<file path="src/rtl/ibex_pkg.sv">
// Shared types for the Ibex custom-instruction execution unit (ibex_cust_unit).
package ibex_pkg;

  typedef enum logic [1:0] {
    CUST_ROTR = 2'd0,
    CUST_ROTL = 2'd1,
    CUST_CPOP = 2'd2,
    CUST_CLZ  = 2'd3
  } cust_op_e;

  typedef enum logic [1:0] {
    CUST_IDLE = 2'd0,
    CUST_BUSY = 2'd1,
    CUST_DONE = 2'd2
  } cust_state_e;

  // One conditional power-of-two rotate stage per amount bit.
  function automatic int unsigned CUST_ROT_STEPS(input int unsigned width);
    return $clog2(width);
  endfunction

endpackage

</file>
<file path="src/rtl/ibex_cust_chunk_cnt.sv">
// Combinational popcount and leading-zero count of one ChunkW-bit slice.
module ibex_cust_chunk_cnt #(
  parameter int unsigned ChunkW = 8
) (
  input  logic [ChunkW-1:0]        chunk_i,
  output logic [$clog2(ChunkW):0]  popcnt_o,
  output logic [$clog2(ChunkW):0]  lzc_o,
  output logic                     any_one_o
);

  localparam int unsigned CntW = $clog2(ChunkW) + 1;

  logic found;

  // MSB-first scan: zeros count toward lzc only until the first one.
  always_comb begin
    popcnt_o = '0;
    lzc_o    = '0;
    found    = 1'b0;
    for (int i = ChunkW - 1; i >= 0; i--) begin
      popcnt_o = popcnt_o + CntW'(chunk_i[i]);
      if (chunk_i[i]) begin
        found = 1'b1;
      end else if (!found) begin
        lzc_o = lzc_o + CntW'(1);
      end
    end
  end

  assign any_one_o = |chunk_i;

endmodule

</file>
<file path="src/rtl/ibex_cust_unit.sv">
// Iterative custom-op unit: rotate right/left and, with IBEX_CUST_CNT_EN defined,
// popcount / count-leading-zeros. Without the macro count ops retire as illegal.
module ibex_cust_unit
  import ibex_pkg::*;
#(
  parameter int unsigned Width  = 32,
  parameter int unsigned ChunkW = 8
) (
  input  logic             clk_i,
  input  logic             rst_ni,
  input  logic             valid_i,
  output logic             ready_o,
  input  cust_op_e         operator_i,
  input  logic [Width-1:0] operand_a_i,
  input  logic [Width-1:0] operand_b_i,
  input  logic             kill_i,
  output logic             valid_o,
  input  logic             ready_i,
  output logic [Width-1:0] result_o,
  output logic             illegal_o
);

  localparam int unsigned AmtW     = $clog2(Width);
  localparam int unsigned RotSteps = CUST_ROT_STEPS(Width);
  localparam int unsigned NChunks  = Width / ChunkW;
  localparam int unsigned StepW    = AmtW + 1;
  localparam int unsigned AccW     = AmtW + 1;

  cust_state_e      state_q, state_d;
  cust_op_e         op_q, op_d;
  logic [Width-1:0] work_q, work_d;
  logic [AmtW-1:0]  amt_q, amt_d;
  logic [StepW-1:0] step_q, step_d;
  logic             valid_q, valid_d;
  logic             illegal_q, illegal_d;
  logic [Width-1:0] result_q, result_d;

  logic             is_rot;
  logic             last_step;
  logic [AmtW:0]    sh_amt;
  logic [2*Width-1:0] dbl;
  logic [Width-1:0] rot_step;
  logic             unused_b;

  assign unused_b = ^operand_b_i[Width-1:AmtW];

`ifdef IBEX_CUST_CNT_EN
  logic [AccW-1:0]          acc_q, acc_d;
  logic                     seen_q, seen_d;
  logic [ChunkW-1:0]        chunk;
  logic [$clog2(ChunkW):0]  chunk_pop;
  logic [$clog2(ChunkW):0]  chunk_lzc;
  logic                     chunk_any;

  // CLZ walks chunks from the top, CPOP from the bottom.
  assign chunk = (op_q == CUST_CLZ) ? work_q[Width-1 -: ChunkW] : work_q[ChunkW-1:0];

  ibex_cust_chunk_cnt #(
    .ChunkW (ChunkW)
  ) u_chunk_cnt (
    .chunk_i   (chunk),
    .popcnt_o  (chunk_pop),
    .lzc_o     (chunk_lzc),
    .any_one_o (chunk_any)
  );
`endif

  // Rotate stage k: rotate right by 2^k when the current amount LSB is set.
  always_comb begin
    is_rot    = (op_q == CUST_ROTR) || (op_q == CUST_ROTL);
    last_step = is_rot ? (step_q == StepW'(RotSteps - 1)) : (step_q == StepW'(NChunks - 1));
    sh_amt    = (AmtW + 1)'(1) << step_q;
    dbl       = {work_q, work_q} >> sh_amt;
    rot_step  = amt_q[0] ? dbl[Width-1:0] : work_q;
  end

  // Next-state and datapath update.
  always_comb begin
    state_d   = state_q;
    op_d      = op_q;
    work_d    = work_q;
    amt_d     = amt_q;
    step_d    = step_q;
    valid_d   = valid_q;
    illegal_d = illegal_q;
    result_d  = result_q;
`ifdef IBEX_CUST_CNT_EN
    acc_d     = acc_q;
    seen_d    = seen_q;
`endif

    unique case (state_q)
      CUST_IDLE: begin
        if (valid_i && !kill_i) begin
          op_d   = operator_i;
          work_d = operand_a_i;
          amt_d  = (operator_i == CUST_ROTL) ? AmtW'(AmtW'(0) - operand_b_i[AmtW-1:0])
                                             : operand_b_i[AmtW-1:0];
          step_d = '0;
`ifdef IBEX_CUST_CNT_EN
          acc_d   = '0;
          seen_d  = 1'b0;
          state_d = CUST_BUSY;
`else
          if ((operator_i == CUST_CPOP) || (operator_i == CUST_CLZ)) begin
            state_d   = CUST_DONE;
            valid_d   = 1'b1;
            illegal_d = 1'b1;
            result_d  = '0;
          end else begin
            state_d = CUST_BUSY;
          end
`endif
        end
      end

      CUST_BUSY: begin
        step_d = step_q + StepW'(1);
        if (is_rot) begin
          work_d = rot_step;
          amt_d  = amt_q >> 1;
        end
`ifdef IBEX_CUST_CNT_EN
        else if (op_q == CUST_CPOP) begin
          work_d = work_q >> ChunkW;
          acc_d  = acc_q + AccW'(chunk_pop);
        end else begin
          work_d = work_q << ChunkW;
          if (!seen_q) acc_d = acc_q + AccW'(chunk_lzc);
          seen_d = seen_q | chunk_any;
        end
`endif
        if (last_step) begin
          state_d   = CUST_DONE;
          valid_d   = 1'b1;
          illegal_d = 1'b0;
`ifdef IBEX_CUST_CNT_EN
          result_d  = is_rot ? rot_step : Width'(acc_d);
`else
          result_d  = rot_step;
`endif
        end
      end

      CUST_DONE: begin
        if (ready_i) begin
          state_d   = CUST_IDLE;
          valid_d   = 1'b0;
          illegal_d = 1'b0;
          result_d  = '0;
        end
      end

      default: state_d = CUST_IDLE;
    endcase

    // Flush overrides everything, including a same-cycle request.
    if (kill_i) begin
      state_d   = CUST_IDLE;
      valid_d   = 1'b0;
      illegal_d = 1'b0;
      result_d  = '0;
    end
  end

  always_ff @(posedge clk_i or negedge rst_ni) begin
    if (!rst_ni) begin
      state_q <= CUST_IDLE;
    end else begin
      state_q <= state_d;
    end
  end

  always_ff @(posedge clk_i or negedge rst_ni) begin
    if (!rst_ni) begin
      op_q      <= CUST_ROTR;
      work_q    <= '0;
      amt_q     <= '0;
      step_q    <= '0;
      valid_q   <= 1'b0;
      illegal_q <= 1'b0;
      result_q  <= '0;
`ifdef IBEX_CUST_CNT_EN
      acc_q     <= '0;
      seen_q    <= 1'b0;
`endif
    end else begin
      op_q      <= op_d;
      work_q    <= work_d;
      amt_q     <= amt_d;
      step_q    <= step_d;
      valid_q   <= valid_d;
      illegal_q <= illegal_d;
      result_q  <= result_d;
`ifdef IBEX_CUST_CNT_EN
      acc_q     <= acc_d;
      seen_q    <= seen_d;
`endif
    end
  end

  assign ready_o   = (state_q == CUST_IDLE);
  assign valid_o   = valid_q;
  assign result_o  = result_q;
  assign illegal_o = illegal_q;

endmodule

</file>
<file path="config.mk">
export PLATFORM = sky130hd
export DESIGN_NAME = ibex_cust_unit
export DESIGN_NICKNAME = d
export VERILOG_FILES = /design/src/rtl/ibex_pkg.sv /design/src/rtl/ibex_cust_chunk_cnt.sv /design/src/rtl/ibex_cust_unit.sv
export SDC_FILE = /design/constraint.sdc
export NUM_CORES = 1
export LEC_CHECK = 0
export ABC_AREA = 1
export BUFFER_PORTS_ARGS = -buffer_cell sky130_fd_sc_hd__buf_4
export CAP_MARGIN = 20
export CORE_ASPECT_RATIO = 2
export CORE_MARGIN = 2
export CORE_UTILIZATION = 55
export DETAILED_ROUTE_END_ITERATION = 8
export PLACE_DENSITY = 0.84
export REMOVE_ABC_BUFFERS = 1
export SYNTH_ARGS = -nofsm -noshare
export SYNTH_HDL_FRONTEND = slang
export SYNTH_HIERARCHICAL = 1
export SYNTH_SLANG_ARGS = --single-unit
export TNS_END_PERCENT = 50
</file>
<file path="constraint.sdc">
create_clock -name clk_i -period 4.85 [get_ports clk_i]
set_input_delay 0.2425 -clock clk_i [delete_from_list [all_inputs] [get_ports clk_i]]
set_output_delay 0.2425 -clock clk_i [all_outputs]
set_load 0.01 [all_outputs]
</file>
; ---- Word-level counts from Yosys, hierarchy flattened
; Cells that the tools add are included.
[word_totals]
output_inout_bits = 35
input_bits = 71
regBits = 81
word_cells = 71
[classes]
n_eq_ne = 14
n_shift = 2
n_reduce_logical = 13
muxes = 32
addsub = 2
[op_table]
columns = cell, n
row1 = 32-bit 2-to-1 mux, 8
row2 = 32-bit case mux with 3 select lines, 1
row3 = 32-bit case mux with 2 select lines, 1
row4 = 64-bit by 6-bit >> shifter with 32-bit output, 1
row5 = 5-bit 2-to-1 mux, 3
row6 = 6-bit case mux with 2 select lines, 1
row7 = 2-bit 2-to-1 mux, 5
row8 = 5-bit case mux with 2 select lines, 1
row9 = 1-bit 2-to-1 mux, 8
row10 = "6-bit by 1-bit adder with 6-bit output, second input constant", 1
row11 = "2-bit by 1-bit equality test with 1-bit output, second input constant", 3
row12 = "2-bit equality test, second input constant", 3
row13 = "6-bit by 2-bit equality test with 1-bit output, second input constant", 1
row14 = "6-bit by 3-bit equality test with 1-bit output, second input constant", 1
row15 = 6-bit 2-to-1 mux, 1
row16 = "3-bit by 1-bit != test with 1-bit output, second input constant", 2
row17 = "3-bit != test, second input constant", 2
row18 = 1-bit case mux with 3 select lines, 2
row19 = 2-bit case mux with 3 select lines, 1
row20 = 3-bit AND reduction, 2
row21 = "1-bit by 6-bit << shifter with 6-bit output, first input constant", 1
row22 = 5-bit AND reduction, 1
row23 = "1-bit by 5-bit subtractor with 5-bit output, first input constant", 1
row24 = 2-bit zero test, 2
row25 = 8 further kinds, 10

; ---- Depth between registers and ports, before layout
[logic_depth]
depth_word = 6
mapped_depth = 16
mapped_depth_nobuf = 15

; ---- Worst setup path after synthesis
; OpenSTA, ideal clock, no wires.
[synth_path]
kind = register -> register
start = reg state_q[0]
end = reg work_q[0]
synth_period_minus_slack_ps = 1934
stages_incl_launch_ff = 11
required_time_ps = 4729
setup_time_ps = 121
arrival_time_ps = 1813
slack_ps = 2916
n_path_buf = 1
path_cell_list = dfrtp_1 inv_1 ha_1 nand3_1 o21ai_2 inv_2 a21oi_1 inv_2 clkbuf_1 a22oi_1 nand2_1
[synth_via]
elab_chain_len = 3
elab_cells_between_ends = 7
classes_between = eq/ne: 3 / mux: 1 / reduce/logical: 3
[synth_rtl]
columns = item, line_no
row1 = "start, declared", ibex_cust_unit.sv:29  ; cust_state_e state_q, state_d;
row2 = "start signal, assigned", ibex_cust_unit.sv:170  ; state_q <= state_d;
row3 = 2-bit zero test *, n/a
row4 = via ready_o, ibex_cust_unit.sv:12  ; output logic ready_o,
row5 = 2-bit by 1-bit != test with 1-bit output (no source line) or 2-bit nonzero test (tied branches), n/a
row6 = 3-bit AND reduction (no source line), n/a
row7 = "end signal, assigned", ibex_cust_unit.sv:189  ; work_q <= work_d;
row8 = "end, declared", ibex_cust_unit.sv:31  ; logic [Width-1:0] work_q, work_d;
; Mark *: on every way through the listed nets, which the timed path passes. The rest lies on a longest branch.
; A chain may end at the register's enable or synchronous reset.

; ---- Worst setup path in the final report
[layout_path]
start = reg step_q[4]
end = reg work_q[8]
[layout_via]
elab_chain_len = 5
[layout_rtl]
columns = item, line_no
row1 = "start, declared", ibex_cust_unit.sv:33  ; logic [StepW-1:0] step_q, step_d;
row2 = "start signal, assigned", ibex_cust_unit.sv:191  ; step_q <= step_d;
row3 = 1-bit by 6-bit << shifter with 6-bit output, ibex_cust_unit.sv:72  ; sh_amt = (AmtW + 1)'(1) << step_q;
row4 = 64-bit by 6-bit >> shifter with 32-bit output, ibex_cust_unit.sv:73  ; dbl = {work_q, work_q} >> sh_amt;
row5 = 32-bit 2-to-1 mux, ibex_cust_unit.sv:74  ; rot_step = amt_q[0] ? dbl[Width-1:0] : work_q;
row6 = 32-bit 2-to-1 mux, ibex_cust_unit.sv:119  ; if (is_rot) begin
row7 = 32-bit case mux with 2 select lines, ibex_cust_unit.sv:92  ; unique case (state_q)
; Every way passes these cells. The select of a mux whose other input is x is not followed.

==> summary by stage <==
Outcome
The run finished with clean final reports.

Setup path
The endpoint kind of the worst setup timing path is a register. The worst setup path startpoint is step_q[4]$_DFFE_PN0P_. For flop-to-flop paths, the worst setup slack is 1.72 ns. The largest fanout on the critical path is 33.

The number of buffers and inverters on the critical path is 1. The category of the most critical setup path is reg2reg. The worst register-to-register path begins at step_q[4]$_DFFE_PN0P_.

The destination of the worst register-to-register timing path is work_q[8]$_DFFE_PN0P_. The sort of element at the start of the critical path is a register. The critical path's top delay family is simple AND/OR/NAND/NOR gates. The signal on the critical path passes through nor2_4 -> nand3_4 -> inv_2 -> nand3_1 -> nand3_1 -> nand2_1 -> o21ai_1 -> nand2_1 -> nand3_1 -> nand2_1. The delay of the slowest cell on the worst path is 0.62 ns.

Counting cells, the worst reg-to-reg path comes to 10. The slowest cell on the critical path is sky130_fd_sc_hd__inv_2. The data arrival time of the critical path is 3.37 ns. STA puts the critical path data required time at 5.09 ns.

Power and ir drop
The peak ir drop on the vdd network is 710.2 µV. Summed over all cells, the static leakage comes to 3.710 nW. After layout, the design draws a total of 5.062 mW. The power per cell area is 719.4 nW/µm².

Timing
The final number of hold-violating endpoints came to 0. Subtracting the final worst setup slack from the clock period gives 3.131 ns. The final worst clock skew is 0.008608 ns. Setup violations remaining at the end of the flow were counted as 0. For the pin with the worst max-slew slack, the measured transition is 1.023 ns. Timing would allow up to 319.4 MHz. In this run the tightest slew margin relative to its limit is 31.78%. The final setup slack of the worst path is 1.719 ns. Hold timing on the final database bottoms out at a slack of 0.06968 ns.

Setup repair after global routing left no endpoint under its margin. The number of pins exceeding their max-slew limit in the final report is 0. Of the available clock period, the critical path in the final layout requires 64.56%.

The post-route setup TNS is 0 ns.

Cells and area
In the layout the commonest cells are 337 x sky130_fd_sc_hd__nand2_1, 262 x sky130_fd_sc_hd__nand3_1, 85 x sky130_fd_sc_hd__buf_4, 80 x sky130_fd_sc_hd__dfrtp_1, 52 x sky130_fd_sc_hd__inv_1. The post-route core utilization is 62.73%. The number of cells in the finished layout apart from fillers is 1,144. The final design instance area without fill is 7037 µm².

The multi-input combinational cells in the finished layout cover a total of 3647 µm². The library cell used most frequently in the layout, excluding fill and tap cells, is sky130_fd_sc_hd__nand2_1. Across the whole layout, storage elements account for 2002 µm².

The filler cell count in the final layout is 1,118. The area growth from synthesis to final layout is 12.55%. The number of inserted diodes is 0.

The post-route netlist has 13.47% of its cells at a drive strength greater than 1. The final layout net count is 1,073.

Global route
The global route total overflow is 0. Global routing used 33.00% of the available tracks across all layers. The first global-routing pass estimated 31.80 mm of wire. The number of antenna violations at the first check in global routing came to 0. The number of global-route vias before repair was 6,679. Entering global routing, the biggest net connects 81 pins.

Place
The HPWL reported at the end of detailed placement is 13.59 mm. The placed instances occupy a cell area of 6708 µm². Counting tap cells, the placed design contains a total of 1,127 instances. At the placement stage, the worst setup path has a slack of 1.815 ns. Routability-driven placement finished with a final weighted congestion of 0.9712. The number of buffers inserted by port buffering is 78.

Min path
The path class of the tightest hold or removal check is in2async.

CTS
The root buffer cell is sky130_fd_sc_hd__clkbuf_16. The maximum buffer depth of the clock tree is 2. Clock latency on the worst-skew pair, taken at its later pin, is 0.35 ns. CTS built an H-tree with a depth of 3. In this run, post-CTS repair resized a total of 0 instances. The TritonCTS buffer count is 9. The clock drives 80 sinks. The clock-pin slew reported for the worst setup and hold paths after clock tree synthesis is 0.07 ns.

The post-CTS setup repair buffer count is 0. TritonCTS built the clock tree. The hold buffer count at CTS is 0.

Synthesis
Counting flops with a built-in enable in the synthesized netlist gives 0. The share of the yosys chip area belonging to registers is 32.02%. The number of warnings printed during yosys synthesis is 6.

After synthesis the netlist holds a flip-flop and latch count of 80. The number of instances in the synthesized netlist is 964. In the post-synthesis netlist, the biggest area contributors are sky130_fd_sc_hd__dfrtp_1 32%, sky130_fd_sc_hd__nand3_1 21%, sky130_fd_sc_hd__nand2_1 20%.

After synthesis, the netlist uses 38 different library cells. After synthesis, the mean cell area works out to 6.486 µm². The share of flip-flops with an asynchronous set or reset is 100.0%.

The netlist area before placement is 6252 µm². The most used flip-flop cell after synthesis is sky130_fd_sc_hd__dfrtp_1. The cell accounting for the most synthesized area is sky130_fd_sc_hd__dfrtp_1. The area share of the leading cell type in the synthesized netlist is 32.02%.

Floorplanning
Measured along the y axis, the die boundary spans 154.8 µm. Pin placement for this block handled 106 I/O pins. The initial utilization of the core area, before any placement, comes to 55.74%. Measured along the x axis, the die boundary spans 79.39 µm. The area inside the core boundary is 11,220 µm². The initialized floorplan defines 55 standard-cell rows. The floorplan step defined a die boundary enclosing 12,290 µm².

Drt
For this block, the via count after detailed routing is 6,934. The detailed-router iteration count before antenna repair is 6. The detailed-route vias per instance is 6.061.

The residual antenna-violating net count after detailed routing is 0. In the final routed layout, each cell accounts on average for 17.21 µm. The first routing iteration left 589 violations. The post-detailed-routing wire length is 19.69 mm. For this run, design rule violations remaining after detail routing come to 0.

Flow run
The number of maximum-capacitance violations is 0.
==> state kept, by name, summed over array words and instances, names as in the netlist <==
name	count
state_q	2
work_q	32
valid_o	1
illegal_o	1
step_q	6
amt_q	5
op_q	1
result_o	32
==> cells by family after synthesis <==
family	count (synthesis)	share of synthesized area [%]
and+or+nand+nor	644	46.87
AOI/OAI and AO/OA	106	10.23
xor gates and xnor gates	1	0.1401
buffers and inverters	128	9.746
adders and majority gates	5	1.001
DFF	80	32.02
==> worst max path at each step <==
stage / endpoint / cells past startpoint
after floorplan: amt_q[2]$_DFFE_PN0P_ / 10
after global placement: result_o[8]$_DFFE_PN0P_ / 10
after detailed placement: work_q[8]$_DFFE_PN0P_ / 10
after CTS: result_o[8]$_DFFE_PN0P_ / 10
after global routing: result_o[13]$_DFFE_PN0P_ / 12
final: work_q[8]$_DFFE_PN0P_ / 10
==> per-layer routing <==
| layer | routed length, µm | track usage [%] | vias to the layer above |
|---|---|---|---|
| met5 | 0 | 0 | - |
| met4 | 1232 | 22.25 | 0 |
| met3 | 923 | 4.259 | 75 |
| met2 | 10350 | 58.56 | 311 |
| met1 | 7182 | 35.49 | 3240 |
| li1 | - | - | 3308 |
==> power breakdown <==
group          leakage, nW  internal [mW]  switching (mW)
Combinational         2.50           1.00            2.28
Sequential            1.06          0.862           0.174
Clock                0.150          0.452           0.290
Total                 3.71           2.32            2.74
==> layout make-up <==
| cell class | instances | share of cell area, % |
|---|---|---|
| Timing Repair Buffer | 86 | 9.282 |
| Inverter | 64 | 3.450 |
| Sequential cell | 80 | 28.45 |
| Multi-Input combinational cell | 756 | 51.83 |
| Clock inverter | 5 | 1.156 |
| Clock buffer | 11 | 3.307 |
| Tap cell | 142 | 2.525 |
==> synth_stat cells (2+ instances only) <==
| master | instances |
|---|---|
| sky130_fd_sc_hd__clkinv_2 | 2 |
| sky130_fd_sc_hd__nand2_2 | 6 |
| sky130_fd_sc_hd__o31ai_1 | 3 |
| sky130_fd_sc_hd__nand2_1 | 337 |
| sky130_fd_sc_hd__buf_2 | 26 |
| sky130_fd_sc_hd__a31oi_1 | 2 |
| sky130_fd_sc_hd__o22ai_1 | 2 |
| sky130_fd_sc_hd__a21oi_1 | 34 |
| sky130_fd_sc_hd__nor3_1 | 2 |
| sky130_fd_sc_hd__ha_1 | 5 |
| sky130_fd_sc_hd__o21ai_1 | 9 |
| sky130_fd_sc_hd__nand4_1 | 17 |
| sky130_fd_sc_hd__nor2_1 | 6 |
| sky130_fd_sc_hd__nand3_2 | 2 |
| sky130_fd_sc_hd__inv_2 | 10 |
| sky130_fd_sc_hd__nand3_4 | 2 |
| sky130_fd_sc_hd__nand3_1 | 262 |
| sky130_fd_sc_hd__inv_1 | 52 |
| sky130_fd_sc_hd__a22oi_1 | 32 |
| sky130_fd_sc_hd__o21ai_0 | 20 |
| sky130_fd_sc_hd__nor2_4 | 3 |
| sky130_fd_sc_hd__clkbuf_1 | 22 |
| sky130_fd_sc_hd__dfrtp_1 | 80 |
| sky130_fd_sc_hd__buf_6 | 8 |
| sky130_fd_sc_hd__buf_4 | 6 |
| sky130_fd_sc_hd__o211ai_1 | 2 |
Power figures use the tool's default switching activity.
